### src/rtl/if_fetch_queue_if.sv
// if_fetch_queue_if: handshake bundle around the instruction-fetch queue.
// The master side is the surrounding pipeline: pre-IF, the ROM response path, ID and
// the stall/flush/cancel controls. The slave side is the queue itself.
interface if_fetch_queue_if #(
    parameter int BUS_WIDTH  = 32,
    parameter int DATA_WIDTH = 32,
    parameter int DEPTH      = 4
);
    localparam int CNT_W = $clog2(DEPTH) + 1;

    // Pipeline control
    logic                  hold;
    logic                  flush;
    logic                  cancel;

    // pre-IF request side
    logic                  valid_pre;
    logic                  ready_go_pre;
    logic [BUS_WIDTH-1:0]  pc_pre;
    logic                  bp_taken_pre;
    logic [BUS_WIDTH-1:0]  pre_taken_target_pre;
    logic                  allow_in_if;

    // ROM response side
    logic                  mem_data_ok;
    logic [DATA_WIDTH-1:0] rom_rdata;

    // ID side
    logic                  allow_in_id;
    logic                  valid_if;
    logic                  ready_go_if;
    logic [BUS_WIDTH-1:0]  pc_if;
    logic [DATA_WIDTH-1:0] instruction_if;
    logic                  bp_taken_if;
    logic [BUS_WIDTH-1:0]  pre_taken_target_if;
    logic                  early_bp_wrong_if;
    logic [CNT_W-1:0]      occupancy;

    modport master (
        output hold, flush, cancel,
        output valid_pre, ready_go_pre, pc_pre, bp_taken_pre, pre_taken_target_pre,
        output mem_data_ok, rom_rdata,
        output allow_in_id,
        input  allow_in_if,
        input  valid_if, ready_go_if, pc_if, instruction_if, bp_taken_if,
        input  pre_taken_target_if, early_bp_wrong_if, occupancy
    );

    modport slave (
        input  hold, flush, cancel,
        input  valid_pre, ready_go_pre, pc_pre, bp_taken_pre, pre_taken_target_pre,
        input  mem_data_ok, rom_rdata,
        input  allow_in_id,
        output allow_in_if,
        output valid_if, ready_go_if, pc_if, instruction_if, bp_taken_if,
        output pre_taken_target_if, early_bp_wrong_if, occupancy
    );
endinterface

### src/rtl/if_fetch_queue.sv
// if_fetch_queue: DEPTH-entry instruction-fetch queue between pre-IF and ID.
// Each accepted request takes an entry at wr_ptr. In-order ROM responses fill entries
// at fill_ptr, and ID pops from rd_ptr. A response that targets the head entry is
// bypassed straight to ID in the same cycle. On cancel every live entry is squashed.
// The responses still owed to squashed, unfilled entries are counted in drop_cnt and
// discarded when they arrive, so new fetches never stall behind them.
// Optional macro IF_EARLY_BP_CHECK_EN adds the early "taken but not a branch" check.
module if_fetch_queue #(
    parameter int          BUS_WIDTH  = 32,
    parameter int          DATA_WIDTH = 32,
    parameter int          DEPTH      = 4,
    parameter int          OP_WIDTH   = 7,
    parameter int unsigned SB_TYPE    = 7'b1100011
) (
    input  logic           clk,
    input  logic           rst_n,
    if_fetch_queue_if.slave bus
);
    localparam int               PTR_W   = $clog2(DEPTH);
    localparam int               CNT_W   = PTR_W + 1;
    localparam logic [CNT_W-1:0] DEPTH_C = CNT_W'(DEPTH);

    // Reject configurations the pointer arithmetic and opcode compare cannot handle.
    if (DEPTH < 2 || (DEPTH & (DEPTH - 1)) != 0 || OP_WIDTH > DATA_WIDTH ||
        SB_TYPE >= (64'd1 << OP_WIDTH)) begin : g_param_check
        $error("if_fetch_queue: unsupported DEPTH / OP_WIDTH / SB_TYPE");
    end

    // Control state
    logic [PTR_W-1:0] wr_ptr_q,     wr_ptr_d;
    logic [PTR_W-1:0] rd_ptr_q,     rd_ptr_d;
    logic [PTR_W-1:0] fill_ptr_q,   fill_ptr_d;
    logic [CNT_W-1:0] occ_q,        occ_d;
    logic [CNT_W-1:0] unfilled_q,   unfilled_d;
    logic [CNT_W-1:0] drop_cnt_q,   drop_cnt_d;
    logic [DEPTH-1:0] data_vld_q,   data_vld_d;
    logic [CNT_W:0]   drop_sum;

    // Entry payload
    logic [BUS_WIDTH-1:0]  pc_mem_q   [DEPTH];
    logic [BUS_WIDTH-1:0]  tgt_mem_q  [DEPTH];
    logic [DATA_WIDTH-1:0] data_mem_q [DEPTH];
    logic [DEPTH-1:0]      bp_mem_q;

    // Per-cycle events
    logic                  valid;
    logic                  drop;
    logic                  fill;
    logic                  bypass;
    logic                  head_avail;
    logic                  rdy;
    logic                  commit;
    logic                  allow;
    logic                  acc;
    logic [DATA_WIDTH-1:0] head_instr;

    // Handshake decode: response fill/drop, head availability, commit and accept.
    always_comb begin
        valid      = (occ_q != '0);
        drop       = bus.mem_data_ok && (drop_cnt_q != '0);
        // A response with nothing pending and nothing to drop is ignored.
        fill       = bus.mem_data_ok && (drop_cnt_q == '0) && (unfilled_q != '0);
        // Unfilled entries always follow filled ones. When the fill target is the head,
        // every live entry is still waiting for its response.
        bypass     = fill && (fill_ptr_q == rd_ptr_q);
        head_avail = valid && (data_vld_q[rd_ptr_q] || bypass);
        rdy        = head_avail && !bus.hold;
        commit     = rdy && bus.allow_in_id;
        allow      = (occ_q < DEPTH_C) || commit;
        acc        = bus.valid_pre && bus.ready_go_pre && !bus.flush && allow;
        head_instr = bypass ? bus.rom_rdata : data_mem_q[rd_ptr_q];
    end

    // Next-state computation. Cancel overrides the normal pointer and counter updates
    // but keeps this cycle's accept as the redirect fetch.
    always_comb begin
        // NOTE: every always_comb output gets a default first, so no path can infer a latch.
        wr_ptr_d   = wr_ptr_q + PTR_W'(acc);
        rd_ptr_d   = rd_ptr_q + PTR_W'(commit);
        fill_ptr_d = fill_ptr_q + PTR_W'(fill);
        occ_d      = occ_q + CNT_W'(acc) - CNT_W'(commit);
        unfilled_d = unfilled_q + CNT_W'(acc) - CNT_W'(fill);
        drop_cnt_d = drop_cnt_q - CNT_W'(drop);
        drop_sum   = '0;

        data_vld_d = data_vld_q;
        if (fill)   data_vld_d[fill_ptr_q] = 1'b1;
        // Clears come after the set, so a bypassed-and-popped slot that is reallocated
        // in the same cycle starts out empty.
        if (commit) data_vld_d[rd_ptr_q]   = 1'b0;
        if (acc)    data_vld_d[wr_ptr_q]   = 1'b0;

        if (bus.cancel) begin
            rd_ptr_d   = wr_ptr_q;
            fill_ptr_d = wr_ptr_q;
            occ_d      = CNT_W'(acc);
            unfilled_d = CNT_W'(acc);
            // This cycle's response is charged first. Whatever stays unfilled is still
            // owed by the ROM and must be discarded when it arrives.
            drop_sum   = (CNT_W+1)'(drop_cnt_q - CNT_W'(drop)) +
                         (CNT_W+1)'(unfilled_q - CNT_W'(fill));
            drop_cnt_d = (drop_sum > (CNT_W+1)'(DEPTH)) ? DEPTH_C : drop_sum[CNT_W-1:0];
            data_vld_d = '0;
        end
    end

    // Control registers: pointers, counters and per-entry data-valid flags.
    always_ff @(posedge clk or negedge rst_n) begin
        if (!rst_n) begin
            wr_ptr_q   <= '0;
            rd_ptr_q   <= '0;
            fill_ptr_q <= '0;
            occ_q      <= '0;
            unfilled_q <= '0;
            drop_cnt_q <= '0;
            data_vld_q <= '0;
        end else begin
            // NOTE: sequential state uses non-blocking assignments only.
            wr_ptr_q   <= wr_ptr_d;
            rd_ptr_q   <= rd_ptr_d;
            fill_ptr_q <= fill_ptr_d;
            occ_q      <= occ_d;
            unfilled_q <= unfilled_d;
            drop_cnt_q <= drop_cnt_d;
            data_vld_q <= data_vld_d;
        end
    end

    // Payload storage: request fields on accept, instruction on fill.
    // NOTE: payload arrays are not reset; occupancy and data_vld gate every use of them.
    always_ff @(posedge clk) begin
        if (acc) begin
            pc_mem_q[wr_ptr_q]  <= bus.pc_pre;
            tgt_mem_q[wr_ptr_q] <= bus.pre_taken_target_pre;
            bp_mem_q[wr_ptr_q]  <= bus.bp_taken_pre;
        end
        if (fill) begin
            data_mem_q[fill_ptr_q] <= bus.rom_rdata;
        end
    end

    // Head presentation to ID. Fields read as zero while the queue is empty.
    assign bus.allow_in_if         = allow;
    assign bus.valid_if            = valid;
    assign bus.ready_go_if         = rdy;
    assign bus.occupancy           = occ_q;
    assign bus.pc_if               = valid ? pc_mem_q[rd_ptr_q] : '0;
    assign bus.pre_taken_target_if = valid ? tgt_mem_q[rd_ptr_q] : '0;
    assign bus.bp_taken_if         = valid && bp_mem_q[rd_ptr_q];
    assign bus.instruction_if      = head_avail ? head_instr : '0;

`ifdef IF_EARLY_BP_CHECK_EN
    // Flag a taken prediction on an instruction that is not a conditional branch.
    assign bus.early_bp_wrong_if = head_avail && bp_mem_q[rd_ptr_q] &&
                                   (head_instr[OP_WIDTH-1:0] != OP_WIDTH'(SB_TYPE));
`else
    assign bus.early_bp_wrong_if = 1'b0;
`endif

endmodule

### src/flat_wrapper.sv
// flat-port wrapper written by rule: the top's interface ports become plain ports
module if_fetch_queue_flat 
#(
    parameter int          BUS_WIDTH  = 32,
    parameter int          DATA_WIDTH = 32,
    parameter int          DEPTH      = 4,
    parameter int          OP_WIDTH   = 7,
    parameter int unsigned SB_TYPE    = 7'b1100011
)
  (clk, rst_n, bus_hold, bus_flush, bus_cancel, bus_valid_pre, bus_ready_go_pre, bus_pc_pre, bus_bp_taken_pre, bus_pre_taken_target_pre, bus_mem_data_ok, bus_rom_rdata, bus_allow_in_id, bus_allow_in_if, bus_valid_if, bus_ready_go_if, bus_pc_if, bus_instruction_if, bus_bp_taken_if, bus_pre_taken_target_if, bus_early_bp_wrong_if, bus_occupancy);
  if_fetch_queue_if #(.BUS_WIDTH(BUS_WIDTH), .DATA_WIDTH(DATA_WIDTH), .DEPTH(DEPTH)) bus_i ();
  input  logic clk;
  input  logic rst_n;
  input wire logic [$bits(bus_i.hold)-1:0] bus_hold;
  input wire logic [$bits(bus_i.flush)-1:0] bus_flush;
  input wire logic [$bits(bus_i.cancel)-1:0] bus_cancel;
  input wire logic [$bits(bus_i.valid_pre)-1:0] bus_valid_pre;
  input wire logic [$bits(bus_i.ready_go_pre)-1:0] bus_ready_go_pre;
  input wire logic [$bits(bus_i.pc_pre)-1:0] bus_pc_pre;
  input wire logic [$bits(bus_i.bp_taken_pre)-1:0] bus_bp_taken_pre;
  input wire logic [$bits(bus_i.pre_taken_target_pre)-1:0] bus_pre_taken_target_pre;
  input wire logic [$bits(bus_i.mem_data_ok)-1:0] bus_mem_data_ok;
  input wire logic [$bits(bus_i.rom_rdata)-1:0] bus_rom_rdata;
  input wire logic [$bits(bus_i.allow_in_id)-1:0] bus_allow_in_id;
  output wire logic [$bits(bus_i.allow_in_if)-1:0] bus_allow_in_if;
  output wire logic [$bits(bus_i.valid_if)-1:0] bus_valid_if;
  output wire logic [$bits(bus_i.ready_go_if)-1:0] bus_ready_go_if;
  output wire logic [$bits(bus_i.pc_if)-1:0] bus_pc_if;
  output wire logic [$bits(bus_i.instruction_if)-1:0] bus_instruction_if;
  output wire logic [$bits(bus_i.bp_taken_if)-1:0] bus_bp_taken_if;
  output wire logic [$bits(bus_i.pre_taken_target_if)-1:0] bus_pre_taken_target_if;
  output wire logic [$bits(bus_i.early_bp_wrong_if)-1:0] bus_early_bp_wrong_if;
  output wire logic [$bits(bus_i.occupancy)-1:0] bus_occupancy;
  assign bus_i.hold = bus_hold;
  assign bus_i.flush = bus_flush;
  assign bus_i.cancel = bus_cancel;
  assign bus_i.valid_pre = bus_valid_pre;
  assign bus_i.ready_go_pre = bus_ready_go_pre;
  assign bus_i.pc_pre = bus_pc_pre;
  assign bus_i.bp_taken_pre = bus_bp_taken_pre;
  assign bus_i.pre_taken_target_pre = bus_pre_taken_target_pre;
  assign bus_i.mem_data_ok = bus_mem_data_ok;
  assign bus_i.rom_rdata = bus_rom_rdata;
  assign bus_i.allow_in_id = bus_allow_in_id;
  assign bus_allow_in_if = bus_i.allow_in_if;
  assign bus_valid_if = bus_i.valid_if;
  assign bus_ready_go_if = bus_i.ready_go_if;
  assign bus_pc_if = bus_i.pc_if;
  assign bus_instruction_if = bus_i.instruction_if;
  assign bus_bp_taken_if = bus_i.bp_taken_if;
  assign bus_pre_taken_target_if = bus_i.pre_taken_target_if;
  assign bus_early_bp_wrong_if = bus_i.early_bp_wrong_if;
  assign bus_occupancy = bus_i.occupancy;
  if_fetch_queue #(.BUS_WIDTH(BUS_WIDTH), .DATA_WIDTH(DATA_WIDTH), .DEPTH(DEPTH), .OP_WIDTH(OP_WIDTH), .SB_TYPE(SB_TYPE)) u_core (.clk(clk), .rst_n(rst_n), .bus(bus_i));
endmodule
### config.mk
export PLATFORM = sky130hd
export DESIGN_NAME = if_fetch_queue_flat
export DESIGN_NICKNAME = d
export VERILOG_FILES = /design/src/rtl/if_fetch_queue_if.sv /design/src/rtl/if_fetch_queue.sv /design/src/flat_wrapper.sv
export SDC_FILE = /design/constraint.sdc
export NUM_CORES = 1
export LEC_CHECK = 0
export ABC_AREA = 1
export CAP_MARGIN = 10
export CORE_MARGIN = 2
export CORE_UTILIZATION = 57
export DETAILED_ROUTE_END_ITERATION = 16
export DONT_BUFFER_PORTS = 1
export HOLD_SLACK_MARGIN = 0.06
export PLACE_DENSITY = 0.75
export SLEW_MARGIN = 10
export SYNTH_ARGS = -nofsm -noshare
export SYNTH_HDL_FRONTEND = slang
export SYNTH_SLANG_ARGS = --single-unit
### constraint.sdc
create_clock -name clk -period 3.4 [get_ports clk]
set_input_delay 0.68 -clock clk [delete_from_list [all_inputs] [get_ports clk]]
set_output_delay 0.68 -clock clk [all_outputs]
set_load 0.01 [all_outputs]
Yosys cells after proc, flatten, opt, wreduce, memory -nomap -nowiden. Memory sizes are Yosys's and may differ from the RTL's. Index checks and enable logic that the tools add are counted.

RAM bits: 384. Output and inout bits: 104. Memories kept: 3. Bits in registers: 23. Bits of input ports: 106. Logic and storage cells: 87.

$add $sub $neg: 11. Equal/unequal tests: 1. Bitwise logic cells: 5. Order comparisons: 8. Reduce and logical (&&, ||, !) cells: 22. Mux-type cells: 29.

Memory list: u_core.data_mem_q (words 4, width 32, read ports 1, clocked after Yosys merged registers in 0, write ports 1, line if_fetch_queue.sv:42) `logic [DATA_WIDTH-1:0] data_mem_q [DEPTH];`; u_core.pc_mem_q (words 4, width 32, read ports 1, clocked after Yosys merged registers in 0, write ports 1, line if_fetch_queue.sv:40) `logic [BUS_WIDTH-1:0] pc_mem_q [DEPTH];`; u_core.tgt_mem_q (words 4, width 32, read ports 1, clocked after Yosys merged registers in 0, write ports 1, line if_fetch_queue.sv:41) `logic [BUS_WIDTH-1:0] tgt_mem_q [DEPTH];`.

Operator list (number): two-way mux 32 bit (4); two-way mux 4 bit (4); logical AND 1 bit (14); two-way mux 3 bit (4); < comparator 2 x 3 -> 1 bit (second input constant) (3); two-way mux 1 bit (9); nonzero test 3 bit (3); subtractor 3 x 1 -> 3 bit (3); AND 4 bit (2); inverter 4 bit (2); subtractor 3 x 1 -> 4 bit (2); adder 2 x 1 -> 2 bit (3); adder 3 x 1 -> 3 bit (2); demux 1 bit (select 2 bit) (3); greater-or-equal comparator 2 x 1 -> 1 bit (second input constant) (3); adder 4 bit (1); binary-select mux 1 bit (select 2 bit) (2); bitwise mux 4 bit (1); greater-than comparator 4 x 3 -> 1 bit (second input constant) (1); two-way mux 2 bit (2); bitwise OR 4 bit (1); zero test 3 bit (1); < comparator 3 bit (second input constant) (1); equality test 2 bit (1); other kinds (2) (4).

Depth between registers and ports, before layout.
Depth after elaboration: 13. Mapped depth: 16. Depth with buffers taken out: 15.

Worst setup path after synthesis. No wires, ideal clock.

Kind: input to register. From: input bus_mem_data_ok. To: register u_core.data_vld_q[2]. Path buffers: 0. Slack: -0.414 ns. Cell stages on the path: 8. Setup time: 0.063 ns. Arrival time: 3.751 ns. Data required time: 3.337 ns. Cell sequence: nand3_1 -> nor2_2 -> inv_1 -> nor3_1 -> o21ai_0 -> nor2_1 -> nand2_1 -> inv_1.

Cells in the longest elaborated chain, start to end: 11. Elaborated cells between the ends (all ways): 15. Classes of those cells: mux (4); bitwise (2); reduce/logical (9).

Ends and longest elaborated chain: from (decl) (line flat_wrapper.sv:22) `input wire logic [$bits(bus_i.mem_data_ok)-1:0] bus_mem_data_ok;`; logical AND 1 bit * (2 in series) (line if_fetch_queue.sv:62) `fill = bus.mem_data_ok && (drop_cnt_q == '0) && (unfilled_q != '0);`; logical AND 1 bit (line if_fetch_queue.sv:65) `bypass = fill && (fill_ptr_q == rd_ptr_q);`; logical OR 1 bit (line if_fetch_queue.sv:66) `head_avail = valid && (data_vld_q[rd_ptr_q] || bypass);`; logical AND 1 bit (line if_fetch_queue.sv:66); logical AND 1 bit (line if_fetch_queue.sv:67) `rdy = head_avail && !bus.hold;`; logical AND 1 bit (line if_fetch_queue.sv:68) `commit = rdy && bus.allow_in_id;`; two-way mux 4 bit / logical OR 1 bit (equally long branches) (line if_fetch_queue.sv:90, if_fetch_queue.sv:69); AND 4 bit (no line) / logical AND 1 bit (equally long branches); two-way mux 4 bit * (line if_fetch_queue.sv:91) `if (acc) data_vld_d[wr_ptr_q] = 1'b0;`; two-way mux 4 bit * (line if_fetch_queue.sv:93) `if (bus.cancel) begin`; net u_core.data_vld_d[2] (line if_fetch_queue.sv:36) `logic [DEPTH-1:0] data_vld_q, data_vld_d;`; to (signal assigned) (line if_fetch_queue.sv:125) `data_vld_q <= data_vld_d;`; to (decl) (line if_fetch_queue.sv:36).

Mark *: on every way through the listed nets, which the timed path passes. The rest lies on a longest branch. A chain may end at the register's enable or synchronous reset.

Worst setup path in the final report.
From: register u_core.rd_ptr_q[0]. To: output bus_instruction_if[27].

Cells in the longest elaborated chain, start to end: 5. Elaborated cells between the ends (all ways): 9. Classes of those cells: eq/ne (1); mux (4); reduce/logical (3); memory (1).

Ends and longest elaborated chain: from (decl) (line if_fetch_queue.sv:31) `logic [PTR_W-1:0] rd_ptr_q, rd_ptr_d;`; from (signal assigned) (line if_fetch_queue.sv:120) `rd_ptr_q <= rd_ptr_d;`; binary-select mux 1 bit (select 2 bit) / equality test 2 bit (equally long branches) (line if_fetch_queue.sv:66, if_fetch_queue.sv:65); two-way mux 1 bit (not written as such) / logical AND 1 bit (equally long branches) (line if_fetch_queue.sv:66, if_fetch_queue.sv:65); logical OR 1 bit (line if_fetch_queue.sv:66); logical AND 1 bit (line if_fetch_queue.sv:66); two-way mux 32 bit * (line if_fetch_queue.sv:150) `assign bus.instruction_if = head_avail ? head_instr : '0;`; to (decl) (line flat_wrapper.sv:29) `output wire logic [$bits(bus_i.instruction_if)-1:0] bus_instruction_if;`.

Mark *: on every way between the ends. The rest lies on a longest branch, timed or not. The select of a mux whose other input is x is not followed.

==> impl_metrics.json <==
{
  "status": "finished, final reports clean",
  "cts_inserted_buffers": 41,
  "finalSetupViolations": 0,
  "path_cells": "inv_2 > buf_4 > nand2_1 > buf_12 > o22ai_1 > o21ai_1 > o21ai_1 > nor2_1",
  "num_rows": 61,
  "io_buffers": 0,
  "period_share_pct": 93.5,
  "final-hold-violation-count": 0,
  "syn_inst": 1070,
  "leakage_nw": 5.99,
  "area_growth_pct": 14.1,
  "ys_ff_latch": 407,
  "die_area_um2": 29100,
  "ys_seq_area_share_pct": 76.6,
  "via_per_inst": 6.15,
  "maxCapViolations": 0,
  "syn_nets": 1195,
  "multi_input_area_um2": 3230,
  "critical_path_class": "reg2out",
  "tightest_slew_ns": 0.958,
  "grt.overflow.total": 0,
  "cts.sinks": 407,
  "synth_edf_count": 388,
  "grtUsageTotal_pct": 23.2,
  "synthArstFlopShare_pct": 4.67,
  "num-nets-final": 1231,
  "grt_pass1_vias": 9393,
  "min_period_ns": 3.18,
  "cts_tree": "yes",
  "slew_headroom_pct": 35.9,
  "cts_htree_levels": 2,
  "drt_first_pass_iters": 5,
  "crit_required_ns": 2.72,
  "antenna_found_initial": 1,
  "tns_ns": 0,
  "cpMostUsedCell": "o21ai_1",
  "drc": 0,
  "max-vdd-ir-drop_mv": 0.512,
  "path_clk_slew_ns": 0.06,
  "gp_congestion": 0.755,
  "endpoint_kind": "output port",
  "cp_data_arrival_time_ns": 2.50,
  "cts-root-buf": "clkbuf_16",
  "postCtsSetupBuffers": 0,
  "clock_skew_ns": 0.0209,
  "yosys_warnings": 0,
  "drive_above_1_share_pct": 13.5,
  "synthTopCellsByArea": "edfxtp_1 (74%), nand3_1 (4.2%), a22oi_1 (3.1%), dfrtp_1 (3.0%), o22ai_1 (2.6%)",
  "post-synth-top-area-cell": "edfxtp_1",
  "io_pins": 210,
  "fillers": 1891,
  "cp_slowest_stage_delay_ns": 0.47,
  "min_from": "bus_cancel",
  "vias": 9319,
  "cts_buffer_depth": 3,
  "start_kind": "flip-flop",
  "max_freq_ghz": 0.314,
  "fin_total_pwr_mw": 14.7,
  "start_util_pct": 57.5,
  "fp.dieW_um": 171,
  "final-max-slew-violation-count": 0,
  "yosysUniqueCellTypes": 32,
  "power_density_nw_per_um2": 813,
  "grt_pass1_wl_mm": 51.9,
  "hpwl_mm": 19.2,
  "seqCellArea_um2": 12100,
  "worstHoldPathType": "in2reg",
  "syn_area_um2": 15800,
  "rsz0062_at_grt": "false",
  "synth_top_flop_cell": "edfxtp_1",
  "cp-startpoint": "u_core.rd_ptr_q[0]$_DFF_PN0_",
  "die_h_um": 171,
  "postRouteAntennaNets": 0,
  "post_drt_wl_per_cell_um": 22.6,
  "wl_mm": 34.3,
  "coreArea_um2": 27600,
  "clk_latency_ns": 0.53,
  "synthDominantCellAreaShare_pct": 73.6,
  "critPathMaxFanout": 33,
  "drt_iter0_drc": 848,
  "r2r_start": "u_core.drop_cnt_q[1]$_DFF_PN0_",
  "grt_max_degree": 108,
  "slowest_stage": "dfrtp_2",
  "avgSynthCellArea_um2": 14.8
}
==> critical path: cells and delay by family, from the launching register on <==
| family | cells | cell delay (ns) |
|---|---|---|
| buf+inv | 3 | 0.76 |
| flops | 1 | 0.47 |
| compound gates | 3 | 0.42 |
| simple gates | 2 | 0.32 |
==> report_power, final <==
group	internal, mW	switching (mW)	leakage, nW
Combinational	1.36	2.73	1.58
Clock	2.80	1.80	0.669
Sequential	5.80	0.195	3.74
==> flip-flops by register name, summed over array words and instances (netlist names) <==
register,cells
u_core.bp_mem_q,4
u_core.rd_ptr_q,2
u_core.drop_cnt_q,3
u_core.pc_mem_q,128
u_core.fill_ptr_q,2
u_core.data_mem_q,128
u_core.wr_ptr_q,2
u_core.data_vld_q,4
u_core.unfilled_q,3
u_core.tgt_mem_q,128
u_core.bus.occupancy,3
==> kinds of logic after synthesis <==
logic type | synth area share [%]
flops | 76.6
compound gates | 10.7
xor+xnor | 0.332
other cells | 0.0237
buf+inv | 3.22
simple gates | 7.38
fa+ha+maj | 1.74
==> synth_stat cells, types with 4 or more instances <==
cell type,n
edfxtp_1,388
nand3_1,133
o22ai_1,66
a22oi_1,65
a31oi_1,65
nor2_1,55
inv_1,40
nand2_1,39
o21ai_0,37
buf_2,36
o21ai_1,36
clkbuf_1,27
dfrtp_1,19
ha_1,14
buf_1,7
nor3_1,6
fa_1,5
buf_4,4
nand3_2,4
==> layout make-up <==
cell class | count | area share, %
Sequential cell | 407 | 67.2
Multi-Input combinational cell | 544 | 17.9
Clock buffer | 49 | 5.97
Timing Repair Buffer | 68 | 3.67
Tap cell | 378 | 2.62
Clock inverter | 25 | 1.75
Inverter | 44 | 0.928
Antenna cell | 1 | 0.0139
==> routing by layer <==
metal,share of wire [%],global-route usage (%),up-vias
met2,49,37.8,397
li1,-,-,4233
met4,2.8,8.62,0
met3,9.9,7.93,71
met1,39,29.2,4618
met5,0,0,-
==> cell usage in the layout (no fill, tap or decap), types with 3 or more instances in the layout <==
cell        instances
edfxtp_1          388
nand3_1           133
o22ai_1            66
a22oi_1            65
a31oi_1            65
buf_4              55
nor2_1             54
clkbuf_16          42
nand2_1            38
o21ai_0            37
o21ai_1            36
inv_1              34
dfrtp_1            17
ha_1               14
buf_12             12
inv_2               9
clkinv_1            8
bufinv_16           7
clkbuf_1            7
fa_1                5
nand3_2             4
nor3_2              4
clkinv_2            4
nand2_4             3
xor2_1              3
a21oi_1             3
xnor2_1             3
clkinvlp_4          3
==> metrics by stage <==
stage	utilization, %	instance area [µm²]	worst slack [ns]	instances	hold slack (ns)
3_5_place_dp	60.4	16700	0.140	1440	0.386
6_report	65.5	18100	0.220	1516	0.227
2_1_floorplan	-	15800	-0.414	1070	0.384
3_3_place_gp	60.4	16700	0.196	1440	0.386
4_1_cts	65.5	18100	0.213	1515	0.211
5_1_grt	65.5	18100	0.0347	1515	0.215
==> final timing paths <==
check,slack [ns],to,depth (start not counted)
worst max register to register,0.36,u_core.drop_cnt_q[0]$_DFF_PN0_,12
worst min register to register,0.58,u_core.wr_ptr_q[1]$_DFF_PN0_,1
min in group asynchronous,0.75,u_core.data_vld_q[0]$_DFF_PN0_,1
worst max-delay path,0.22,bus_instruction_if[27],8
max in group asynchronous,1.94,u_core.rd_ptr_q[1]$_DFF_PN0_,1
worst min-delay path,0.23,u_core.bus.occupancy[2]$_DFF_PN0_,1
==> timing repair <==
action / CTS / global route
setup endpoints to repair: 0 / 0
gates resized for setup: 0 / 0
hold buffers: 1 / 0
hold endpoints to repair: 19 / 0
Note: power is estimated with default switching activity, not from simulation.
